==> src/rtl/burst_fifo_ctrl.sv <==
// DDR read-burst FIFO controller: burst request FSM, RAM write/read pointers, 2-entry output buffer.
// Optional protocol checking (sticky error) is enabled with `define BURST_FIFO_CHECK_EN.
module burst_fifo_ctrl #(
  parameter int BURST_LEN = 8,
  parameter int DEPTH     = 64
) (
  input  logic        clock,
  input  logic        reset_n,
  input  logic        flush,
  output logic        burst_req,
  input  logic        burst_ack,
  input  logic        in_valid,
  input  logic [63:0] in_data,
  output logic        out_valid,
  input  logic        out_ready,
  output logic [63:0] out_data,
  output logic        ram_w_en,
  output logic [5:0]  ram_w_addr,
  output logic [63:0] ram_w_data,
  output logic        ram_r_en,
  output logic [5:0]  ram_r_addr,
  input  logic [63:0] ram_r_data,
  output logic [6:0]  level,
  output logic        error
);

  localparam logic [6:0] FULL_LVL  = 7'(DEPTH);
  localparam logic [6:0] BURST_W   = 7'(BURST_LEN);
  localparam logic [5:0] BEAT_LAST = 6'(BURST_LEN - 1);

  typedef enum logic [1:0] {
    IDLE = 2'd0,
    REQ  = 2'd1,
    WAIT = 2'd2
  } state_t;

  state_t      state_r;
  state_t      state_s;
  logic [6:0]  wptr_r;
  logic [6:0]  rptr_r;
  logic [5:0]  beat_r;
  logic        discard_r;
  logic        inflight_r;
  logic [1:0]  bcnt_r;
  logic [63:0] buf0_r;
  logic [63:0] buf1_r;

  logic [6:0]  level_s;
  logic [6:0]  free_s;
  logic        full_s;
  logic        empty_s;
  logic        pop_s;
  logic        push_s;
  logic [2:0]  occ_s;
  logic        rd_s;
  logic        wr_s;
  logic        beat_s;
  logic        last_beat_s;
  logic [1:0]  bcnt_s;
  logic [63:0] buf0_s;
  logic [63:0] buf1_s;

  assign level_s     = wptr_r - rptr_r;
  assign free_s      = FULL_LVL - level_s;
  assign full_s      = (level_s == FULL_LVL);
  assign empty_s     = (level_s == 7'd0);
  assign out_valid   = (bcnt_r != 2'd0);
  assign pop_s       = out_valid && out_ready;
  assign push_s      = inflight_r && !flush;
  assign occ_s       = {1'b0, bcnt_r} + {2'b00, inflight_r};
  // A read may be issued only if its returning word is guaranteed a buffer slot.
  assign rd_s        = !flush && !empty_s && ((occ_s - {2'b00, pop_s}) < 3'd2);
  assign beat_s      = in_valid && (state_r == WAIT);
  assign last_beat_s = beat_s && (beat_r == BEAT_LAST);
  assign wr_s        = beat_s && !full_s && !flush && !discard_r;

  assign level      = level_s;
  assign out_data   = buf0_r;
  assign ram_w_en   = wr_s;
  assign ram_w_addr = wptr_r[5:0];
  assign ram_w_data = wr_s ? in_data : 64'd0;
  assign ram_r_en   = rd_s;
  assign ram_r_addr = rptr_r[5:0];

  // Burst FSM state register.
  always_ff @(posedge clock or negedge reset_n) begin
    if (!reset_n) begin
      state_r <= IDLE;
    end else begin
      state_r <= state_s;
    end
  end

  // Burst FSM next-state logic; flush holds IDLE but never cancels a pending request.
  always_comb begin
    state_s = state_r;
    case (state_r)
      IDLE: begin
        if (!flush && (free_s >= BURST_W)) begin
          state_s = REQ;
        end else begin
          state_s = IDLE;
        end
      end
      REQ: begin
        if (burst_ack) begin
          state_s = WAIT;
        end else begin
          state_s = REQ;
        end
      end
      WAIT: begin
        if (last_beat_s) begin
          state_s = IDLE;
        end else begin
          state_s = WAIT;
        end
      end
      default: state_s = IDLE;
    endcase
  end

  // Burst FSM output decode.
  always_comb begin
    burst_req = 1'b0;
    case (state_r)
      REQ:     burst_req = 1'b1;
      IDLE:    burst_req = 1'b0;
      WAIT:    burst_req = 1'b0;
      default: burst_req = 1'b0;
    endcase
  end

  // Beat counter and discard flag for a burst interrupted by flush.
  always_ff @(posedge clock or negedge reset_n) begin
    if (!reset_n) begin
      beat_r    <= 6'd0;
      discard_r <= 1'b0;
    end else begin
      if (last_beat_s || (state_r != WAIT)) begin
        beat_r <= 6'd0;
      end else if (beat_s) begin
        beat_r <= beat_r + 6'd1;
      end
      if (state_s != WAIT) begin
        discard_r <= 1'b0;
      end else if (flush && (state_r == WAIT)) begin
        discard_r <= 1'b1;
      end
    end
  end

  // RAM pointers and in-flight read flag.
  always_ff @(posedge clock or negedge reset_n) begin
    if (!reset_n) begin
      wptr_r     <= 7'd0;
      rptr_r     <= 7'd0;
      inflight_r <= 1'b0;
    end else if (flush) begin
      wptr_r     <= 7'd0;
      rptr_r     <= 7'd0;
      inflight_r <= 1'b0;
    end else begin
      wptr_r     <= wptr_r + {6'd0, wr_s};
      rptr_r     <= rptr_r + {6'd0, rd_s};
      inflight_r <= rd_s;
    end
  end

  // Output buffer next state: head is buf0, returning RAM data fills the first free slot.
  always_comb begin
    buf0_s = buf0_r;
    buf1_s = buf1_r;
    bcnt_s = bcnt_r;
    if (flush) begin
      buf0_s = 64'd0;
      buf1_s = 64'd0;
      bcnt_s = 2'd0;
    end else begin
      case ({push_s, pop_s})
        2'b10: begin
          if (bcnt_r == 2'd0) begin
            buf0_s = ram_r_data;
          end else begin
            buf1_s = ram_r_data;
          end
          bcnt_s = bcnt_r + 2'd1;
        end
        2'b01: begin
          buf0_s = buf1_r;
          bcnt_s = bcnt_r - 2'd1;
        end
        2'b11: begin
          if (bcnt_r == 2'd2) begin
            buf0_s = buf1_r;
            buf1_s = ram_r_data;
          end else begin
            buf0_s = ram_r_data;
          end
        end
        default: begin
          bcnt_s = bcnt_r;
        end
      endcase
    end
  end

  // Output buffer registers.
  always_ff @(posedge clock or negedge reset_n) begin
    if (!reset_n) begin
      buf0_r <= 64'd0;
      buf1_r <= 64'd0;
      bcnt_r <= 2'd0;
    end else begin
      buf0_r <= buf0_s;
      buf1_r <= buf1_s;
      bcnt_r <= bcnt_s;
    end
  end

`ifdef BURST_FIFO_CHECK_EN
  logic error_r;

  // Sticky protocol error: a word outside a burst window or into a full RAM.
  always_ff @(posedge clock or negedge reset_n) begin
    if (!reset_n) begin
      error_r <= 1'b0;
    end else if (in_valid && ((state_r != WAIT) || full_s)) begin
      error_r <= 1'b1;
    end
  end

  assign error = error_r;
`else
  assign error = 1'b0;
`endif

endmodule

==> config.mk <==
export PLATFORM = sky130hd
export DESIGN_NAME = burst_fifo_ctrl
export DESIGN_NICKNAME = d
export VERILOG_FILES = /design/src/rtl/burst_fifo_ctrl.sv
export SDC_FILE = /design/constraint.sdc
export NUM_CORES = 1
export LEC_CHECK = 0
export ABC_CLOCK_PERIOD_IN_PS = 5600
export BUFFER_PORTS_ARGS = -buffer_cell sky130_fd_sc_hd__buf_2
export CORE_MARGIN = 1.5
export CORE_UTILIZATION = 35
export CTS_CLUSTER_DIAMETER = 60
export DETAILED_ROUTE_END_ITERATION = 8
export SLEW_MARGIN = 15
export SYNTH_ARGS = -nofsm -noshare
export SYNTH_HDL_FRONTEND = slang
export SYNTH_SLANG_ARGS = --single-unit
==> constraint.sdc <==
create_clock -name clock -period 5.6 [get_ports clock]
set_input_delay 0.56 -clock clock [delete_from_list [all_inputs] [get_ports clock]]
set_output_delay 0.56 -clock clock [all_outputs]
set_load 0.02 [all_outputs]
# After elaboration in Yosys (flattened, before gate mapping)
# Index checks and enable logic that the tools add are counted.
# totals
reg_bits	154
latch_bits	0
mem_bits_rw	0
romBits	0
input_bits	134
out_inout_bits	152
word_cells	83
memories	0
# op_classes
addsub	9
mul	0
div_mod_pow	0
n_lt_le_gt_ge	2
n_eq_ne	13
shifts	0
muxes	23
bitwise_logic	0
reduce_logical	27
# op_table
operator	n
two-way mux 64 bit	7
one-hot mux 64 bit (3 select lines)	1
one-hot mux 64 bit (2 select lines)	1
adder 7 x 1 -> 7 bit	2
two-way mux 7 bit	2
two-way mux 6 bit	2
logical AND 1 bit	11
!= test 3 bit, second input constant	3
== test 2 bit, second input constant	4
== test 7 bit, second input constant	1
greater-or-equal comparator 7 x 4 -> 1 bit, second input constant	1
zero test 7 bit	1
subtractor 7 bit	1
subtractor 7 bit, first input constant	1
adder 6 x 1 -> 6 bit, second input constant	1
== test 6 x 3 -> 1 bit, second input constant	1
two-way mux 2 bit	3
one-hot mux 2 bit (3 select lines)	1
nonzero test 2 bit	3
nonzero test 3 bit	2
two-way mux 1 bit	5
== test 2 x 1 -> 1 bit, second input constant	2
zero test 1 bit	4
zero test 2 bit	2
other kinds (11)	12

# Depth between registers and ports, before layout
# Gate-level depths: netlist (run 1).
# logic_depth
ltp_word	8
mapped_depth	15
ltp_nobuf	15

# Worst setup path before layout (run 1)
# OpenSTA, ideal clock, no wires.
# synth_path
path_kind	reg-to-reg
from	register bcnt_r[1]
to	register rptr_r[6]
setup_time_ns	0.132
t_arrival_ns	3.103
t_required_ns	5.468
slack_ns	2.365
stages_incl_launch_ff	15
n_path_buf	0
period_less_slack_ns	3.235
path_cell_list	dfrtp_1 -> or2_2 -> nand2_1 -> inv_1 -> ha_1 -> nand2b_1 -> fa_1 -> xnor2_1 -> and4_1 -> ha_1 -> ha_1 -> nand3_1 -> nor3_1 -> xnor2_1 -> nor2_1
# synth_via
elab_chain_cells	7
elab_cells_between_ends	8
classes_between	3 x add/sub; 1 x order compare; 1 x mux; 3 x reduce/logical
# synth_lines
element	line_no	rtl
start: declaration	44	logic [1:0] bcnt_r;
start signal: assignment	217	bcnt_r <= bcnt_s;
nonzero test 2 bit	67	assign out_valid = (bcnt_r != 2'd0);
net out_valid	14	output logic out_valid,
logical AND 1 bit	68	assign pop_s = out_valid && out_ready;
subtractor 3 x 1 -> 3 bit	72	assign rd_s = !flush && !empty_s && ((occ_s - {2'b00, pop_s}) < 3'd2);
< comparator 3 x 2 -> 1 bit	72	
logical AND 1 bit	72	
net ram_r_en	20	output logic ram_r_en,
adder 7 x 1 -> 7 bit	165	rptr_r <= rptr_r + {6'd0, rd_s};
two-way mux 7 bit	159	end else if (flush) begin
end signal: assignment	165	
end: declaration	40	logic [6:0] rptr_r;
# The timed path passes the listed nets, and every way through them passes these cells.
# A chain may end at the register's enable or synchronous reset.

# Worst setup path in the final report (run 1)
# layout_path
from	register wptr_r[0]
to	output ram_w_data[37]
# layout_via
elab_chain_cells	7
# layout_lines
element	line_no	rtl
start: declaration	39	logic [6:0] wptr_r;
start signal: assignment	164	wptr_r <= wptr_r + {6'd0, wr_s};
subtractor 7 bit	63	assign level_s = wptr_r - rptr_r;
== test 7 bit	65	assign full_s = (level_s == FULL_LVL);
zero test 1 bit	75	assign wr_s = beat_s && !full_s && !flush && !discard_r;
logical AND 1 bit (3 in series)	75	
two-way mux 64 bit	81	assign ram_w_data = wr_s ? in_data : 64'd0;
end: declaration	19	output logic [63:0] ram_w_data,
# Every way passes these cells.

==> flow_metrics.tcl, run 1 <==
set metrics [dict create \
    fin_util 0.452 \
    status "finished clean" \
    rows 54 \
    r2r-start "bcnt_r[1]$_DFFE_PN0P_" \
    cpMaxStageDelayCell "fa_1" \
    synth_cells 834 \
    grt_antenna_before_repair 0 \
    max_stage_delay_ns 0.41 \
    ys_types 43 \
    p_seq_frac 0.334 \
    rr_worst_depth 14 \
    period_share 0.703 \
    crit_required_ns 5.04 \
    grt_pass1_vias 6337 \
    synth_seq_cells 154 \
    pin_count 286 \
    start_util 0.355 \
    post_cts_buffers 0 \
    end_kind "primary output" \
    period_minus_slack_ns 3.94 \
    layout-drive-gt1-share 0.308 \
    wl_per_cell_um 17.1 \
    worstPathArrival_ns 3.38 \
    r2r_slack_ns 2.09 \
    wl_met1_um 9710 \
    reg2reg_to "rptr_r[6]$_DFF_PN0_" \
    power_w 0.00497 \
    setup-tns-final_ns 0 \
    power.switching_w 0.00213 \
    ctsHoldBuffers 0 \
    die-height_um 151 \
    synth_warnings 0 \
    maxSlewHeadroom 0.339 \
    p_per_area_mw_per_mm2 507 \
    avgViaCountPerCell 4.98 \
    wl_met2_um 11900 \
    internal_power_w 0.00285 \
    antenna_left 0 \
    ys.flop_type "dfrtp_1" \
    startpoint_type "flop" \
    hold_path.class "primary input to asynchronous set/reset pin" \
    drc 0 \
    ir_worst_vdd_v 0.000290 \
    synth_edf_count 0 \
    postRouteWirelength_um 23300 \
    final_cell_mix "buf_2, dfrtp_1, nand2_1" \
    firstDrtPassIters 4 \
    wl_met3_um 1550 \
    rsz0062_at_grt "no" \
    routed.top_layer "met4" \
    num_vias 6785 \
    clkSlewWorstSetupHoldPaths_ns 0.07 \
    overflow 0 \
    ys_seq_area_frac 0.501 \
    path_cells "inv_1 > ha_1 > fa_1 > nand2b_1 > a211oi_1 > o32ai_1 > a311o_1 > a21oi_4 > buf_16 > and2_1 > buf_2" \
    syn_area_per_cell_um2 9.23 \
    clockBufferDepth 2 \
    syn2layout_area_growth_pct 27.5 \
    skew_ns 0.0155 \
    place_congestion 0.872 \
    clkLatencyLatePin_ns 0.42 \
    cellLeakagePower_nw 4.99 \
    syn_area_mm2 0.00770 \
    path_class "flop to primary output" \
    synth-async-reset-ratio 1.00 \
    grtUsageTotal 0.201 \
    grt_pass1_wl_um 35100 \
    tightestPinTransition_ns 0.992 \
    cts_tree "yes" \
    max_freq_mhz 254 \
    cap_violations 0 \
    die_w_um 151 \
    p_clk_frac 0.229 \
    die_area_mm2 0.0229 \
    mostFrequentLayoutCell "buf_2" \
    layout.nets 1221 \
    cts.sinks 154 \
    p_comb_frac 0.437 \
    synth_fp_nets 985 \
    coreArea_mm2 0.0217 \
    cts-root-buf "clkbuf_16" \
    first_iter_violations 386 \
    numPortBuffers 284 \
    crit_path_max_fanout 54 \
    cts_inserted_buffers 17 \
    maxSlewViolCount 0 \
    htreeDepth 4 \
    netSwitchingFraction 0.428 \
    grt_max_degree 107 \
    cts_resized 0 \
    hold_viol_final 0 \
    finalSetupViolations 0 \
    hpwl_um 15600 \
]
## layer usage
metal | track usage | vias up
li1 | - | 3324
met1 | 0.255 | 3247
met2 | 0.343 | 208
met3 | 0.0551 | 6
met4 | 0.0408 | 0
met5 | 0 | -
## how the worst max path moves through the flow
stage	startpoint	cells after the start	endpoint	slack, ns
finish	wptr_r[0]$_DFF_PN0_	11	ram_w_data[37]	1.66
global route	wptr_r[0]$_DFF_PN0_	11	ram_w_data[37]	1.36
CTS	wptr_r[0]$_DFF_PN0_	10	ram_w_data[37]	1.21
detailed placement	wptr_r[0]$_DFF_PN0_	13	wptr_r[6]$_DFF_PN0_	1.68
global placement	wptr_r[0]$_DFF_PN0_	10	ram_w_data[37]	1.78
floorplan	bcnt_r[1]$_DFFE_PN0P_	14	rptr_r[6]$_DFF_PN0_	2.37
## flip-flops by register name, indices dropped and copies added, names as in the netlist
| name | cells |
|---|---|
| bcnt_r | 2 |
| beat_r | 6 |
| buf1_r | 64 |
| discard_r | 1 |
| inflight_r | 1 |
| out_data | 64 |
| rptr_r | 7 |
| state_r | 2 |
| wptr_r | 7 |
## cell usage after synthesis, drive strengths merged, types with 2 or more instances
cell type	number	share of area
and4	2	0.0023
clkbuf	47	0.023
o21ai	3	0.0020
nand3	11	0.0072
nor2b	8	0.0065
nor2	89	0.043
a211oi	65	0.063
nand2	138	0.067
xnor2	13	0.015
ha	15	0.024
nand2b	7	0.0057
nand4	2	0.0016
dfrtp	154	0.50
inv	18	0.0088
or3	2	0.0016
fa	2	0.0052
a21oi	73	0.047
a22oi	64	0.062
buf	29	0.026
and2	64	0.052
and3	2	0.0016
xor2	9	0.010
## critical path, delay by kind of cell (launching register included)
| kind | cells | cell delay [ns] |
|---|---|---|
| fa+ha+maj | 2 | 0.63 |
| flops | 1 | 0.37 |
| compound gates | 4 | 1.16 |
| simple gates | 2 | 0.35 |
| buf+inv | 3 | 0.46 |
## area by class of cell
| cell class | count | area, µm² |
|---|---|---|
| flip-flops and latches | 154 | 3850 |
| clock inverters | 12 | 139 |
| inverters | 18 | 67.6 |
| well taps | 280 | 350 |
| repair buffers | 293 | 1520 |
| clock buffers | 18 | 439 |
| fillers | 2163 | 11900 |
| multi-input cells | 586 | 3440 |
| diodes | 1 | 2.50 |
## kinds of logic after synthesis
| family | Yosys count | share of synthesized area |
|---|---|---|
| AND/OR/NAND/NOR | 330 | 0.196 |
| flip-flops | 154 | 0.501 |
| other | 1 | 0.000487 |
| XOR/XNOR | 22 | 0.0250 |
| multiplexers | 1 | 0.00130 |
| buffers and inverters | 94 | 0.0582 |
| adder cells (fa/ha/maj) | 17 | 0.0296 |
| AO/OA/AOI/OAI | 215 | 0.189 |
## power groups by stage
stage	clock, W	sequential [W]	combinational, W
floorplan	0	0.00192	0.00122
global placement	0	0.00167	0.00217
detailed placement	0	0.00168	0.00220
CTS	0.00118	0.00166	0.00221
global route	0.00122	0.00171	0.00243
finish	0.00114	0.00166	0.00217
## per-stage QoR
stage | hold WS (ns) | std cells | worst slack, ns | area, µm²
floorplan | 0.264 | 834 | 2.37 | 7700
global placement | 0.510 | 1330 | 1.78 | 9200
detailed placement | 0.516 | 1330 | 1.68 | 9200
CTS | 0.324 | 1360 | 1.21 | 9780
global route | 0.335 | 1361 | 1.36 | 9810
finish | 0.270 | 1362 | 1.66 | 9810
No activity file was read; power rests on OpenSTA's default activity.
==> inputs of run 2 (changes only) <==
--- a/config.mk
+++ b/config.mk
@@ -5,7 +5,7 @@
 export SDC_FILE = /design/constraint.sdc
 export NUM_CORES = 1
 export LEC_CHECK = 0
-export ABC_CLOCK_PERIOD_IN_PS = 5600
+export ABC_CLOCK_PERIOD_IN_PS = 3250
 export BUFFER_PORTS_ARGS = -buffer_cell sky130_fd_sc_hd__buf_2
 export CORE_MARGIN = 1.5
 export CORE_UTILIZATION = 35
==> constraint.sdc (replaced) <==
create_clock -name clock -period 3.25 [get_ports clock]
set_input_delay 0.325 -clock clock [delete_from_list [all_inputs] [get_ports clock]]
set_output_delay 0.325 -clock clock [all_outputs]
set_load 0.02 [all_outputs]
==> flow_metrics.tcl, run 2 (same netlist as run 1, synthesis figures left out) <==
set metrics [dict create \
    rr_worst_depth 16 \
    skew_ns 0.00924 \
    drc 0 \
    path_cells "inv_1 > ha_2 > fa_2 > nand2b_4 > a211oi_2 > o32ai_1 > a311o_1 > buf_6 > a21oi_4 > buf_4 > buf_16 > and2_1 > buf_2" \
    internal_power_w 0.00514 \
    p_comb_frac 0.462 \
    finalSetupViolations 66 \
    max_freq_mhz 291 \
    p_seq_frac 0.318 \
    reg2reg_to "rptr_r[6]$_DFF_PN0_" \
    syn2layout_area_growth_pct 38.3 \
    pre_cts_ws_ns 0.0283 \
    cpMaxStageDelayCell "dfrtp_1" \
    maxSlewHeadroom 0.434 \
    violations "setup timing" \
    worstPathArrival_ns 3.11 \
    antenna_left 0 \
    r2r_slack_ns 0.08 \
    grt_pass1_wl_um 36700 \
    grt_max_degree 129 \
    rows 54 \
    crit_path_max_fanout 8 \
    clockBufferDepth 2 \
    cap_violations 0 \
    status "complete, but fails checks" \
    layout.nets 1251 \
    place_congestion 0.867 \
    pin_count 286 \
    layout-drive-gt1-share 0.372 \
    dpl-instance-area_mm2 0.00936 \
    hold_path.class "primary input to flop" \
    startpoint_type "flop" \
    overflow 0 \
    use_met1 0.263 \
    postRouteWirelength_um 25000 \
    max_stage_delay_ns 0.35 \
    num_vias 7074 \
    path_class "flop to primary output" \
    tightestPinTransition_ns 0.848 \
    end_kind "primary output" \
    coreArea_mm2 0.0217 \
    grt_antenna_before_repair 4 \
    netSwitchingFraction 0.428 \
    firstDrtPassIters 5 \
    maxSlewViolCount 0 \
    p_per_area_mw_per_mm2 843 \
    die_area_mm2 0.0229 \
    die-height_um 151 \
    r2r-start "wptr_r[0]$_DFF_PN0_" \
    cellLeakagePower_nw 5.30 \
    grt_pass1_vias 6584 \
    mostFrequentLayoutCell "buf_2" \
    rsz0062_at_grt "yes" \
    cts_tree "yes" \
    use_met3 0.0491 \
    crit_required_ns 2.92 \
    worst_hold_path.endpoint "buf1_r[31]$_DFFE_PN0P_" \
    grtUsageTotal 0.212 \
    cts.sinks 154 \
    period_share 1.06 \
    p_clk_frac 0.220 \
    busiest_layer "met2" \
    hold_viol_final 0 \
    cts-root-buf "clkbuf_16" \
    cts_inserted_buffers 17 \
    start_util 0.355 \
    final_cell_mix "buf_2, dfrtp_1, nand2_1" \
    hpwl_um 15800 \
    setup-tns-final_ns -8.18 \
    setup_ws_ns -0.187 \
    numPortBuffers 284 \
    power.switching_w 0.00384 \
    min_delay_path_depth 3 \
    clkLatencyLatePin_ns 0.41 \
    clkSlewWorstSetupHoldPaths_ns 0.07 \
    power_w 0.00897 \
    avgViaCountPerCell 5.07 \
    ir_worst_vdd_v 0.000637 \
    hp-start "ram_r_data[31]" \
    die_w_um 151 \
    grtUsageMet2 0.360 \
    whs_ns 0.137 \
    htreeDepth 4 \
    postLayoutCellArea_mm2 0.0106 \
    first_iter_violations 338 \
    wl_per_cell_um 17.9 \
    period_minus_slack_ns 3.44 \
]
## run 2: changes by cell type in the layout (fill, tap and decap cells not counted), sizes merged
cell,before,now
buf,293,321
clkinv,2,5
clkinvlp,4,2
diode,1,3
inv,22,24
bufinv,2,1
clkbuf,18,19
dlygate4sd3,0,1
## run 2: through the flow
| step | util | cells |
|---|---|---|
| CTS | 0.487 | 1392 |
| global placement | 0.432 | 1343 |
| global route | 0.491 | 1396 |
| floorplan | - | 834 |
| finish | 0.491 | 1396 |
| detailed placement | 0.432 | 1343 |
## run 2: critical path: cells and delay by family, from the launching register on
| family | cells | cell delay (ns) |
|---|---|---|
| adders and majority gates | 2 | 0.55 |
| buffers and inverters | 5 | 0.64 |
| AOI/OAI and AO/OA | 4 | 0.86 |
| and+or+nand+nor | 2 | 0.30 |
| DFF | 1 | 0.35 |
## run 2: what timing repair did
action                                 CTS  global route
buffers inserted                        11             2
hold buffers                             1             0
pin swaps                               21            14
endpoints found under the hold margin   52             0
resized for setup                      121            29
setup endpoints to repair               67            70
gates cloned                             5             1
## run 2: area by class of cell
type | instances | area [µm²]
Fill cell | 2070 | 11000
Clock buffer | 18 | 429
Timing Repair Buffer | 323 | 2170
Multi-Input combinational cell | 586 | 3600
Clock inverter | 14 | 159
Tap cell | 280 | 350
Inverter | 18 | 67.6
Sequential cell | 154 | 3850
Antenna cell | 3 | 7.51
## run 2: layer usage
metal,vias up,part of all wire
li1,3377,-
met1,3449,0.41
met2,218,0.50
met3,28,0.064
met4,2,0.030
met5,-,0.00048
## run 2: how the worst max path moves through the flow
stage | startpoint | endpoint | depth (start not counted) | slack, ns
after detailed placement | wptr_r[0]$_DFF_PN0_ | rptr_r[6]$_DFF_PN0_ | 15 | 0.03
after global routing | wptr_r[0]$_DFF_PN0_ | ram_w_data[61] | 13 | -0.35
after floorplan | bcnt_r[1]$_DFFE_PN0P_ | rptr_r[6]$_DFF_PN0_ | 14 | 0.02
final | wptr_r[0]$_DFF_PN0_ | ram_w_data[61] | 13 | -0.19
after global placement | wptr_r[0]$_DFF_PN0_ | rptr_r[6]$_DFF_PN0_ | 15 | 0.08
after CTS | rptr_r[0]$_DFF_PN0_ | ram_w_data[36] | 12 | -0.18
## run 2: power by group through the flow
stage | Combinational, W | Sequential, W | Clock, W
after detailed placement | 0.00392 | 0.00289 | 0
final | 0.00414 | 0.00285 | 0.00198
after global placement | 0.00387 | 0.00289 | 0
after floorplan | 0.00210 | 0.00331 | 0
after CTS | 0.00417 | 0.00286 | 0.00203
after global routing | 0.00455 | 0.00294 | 0.00211
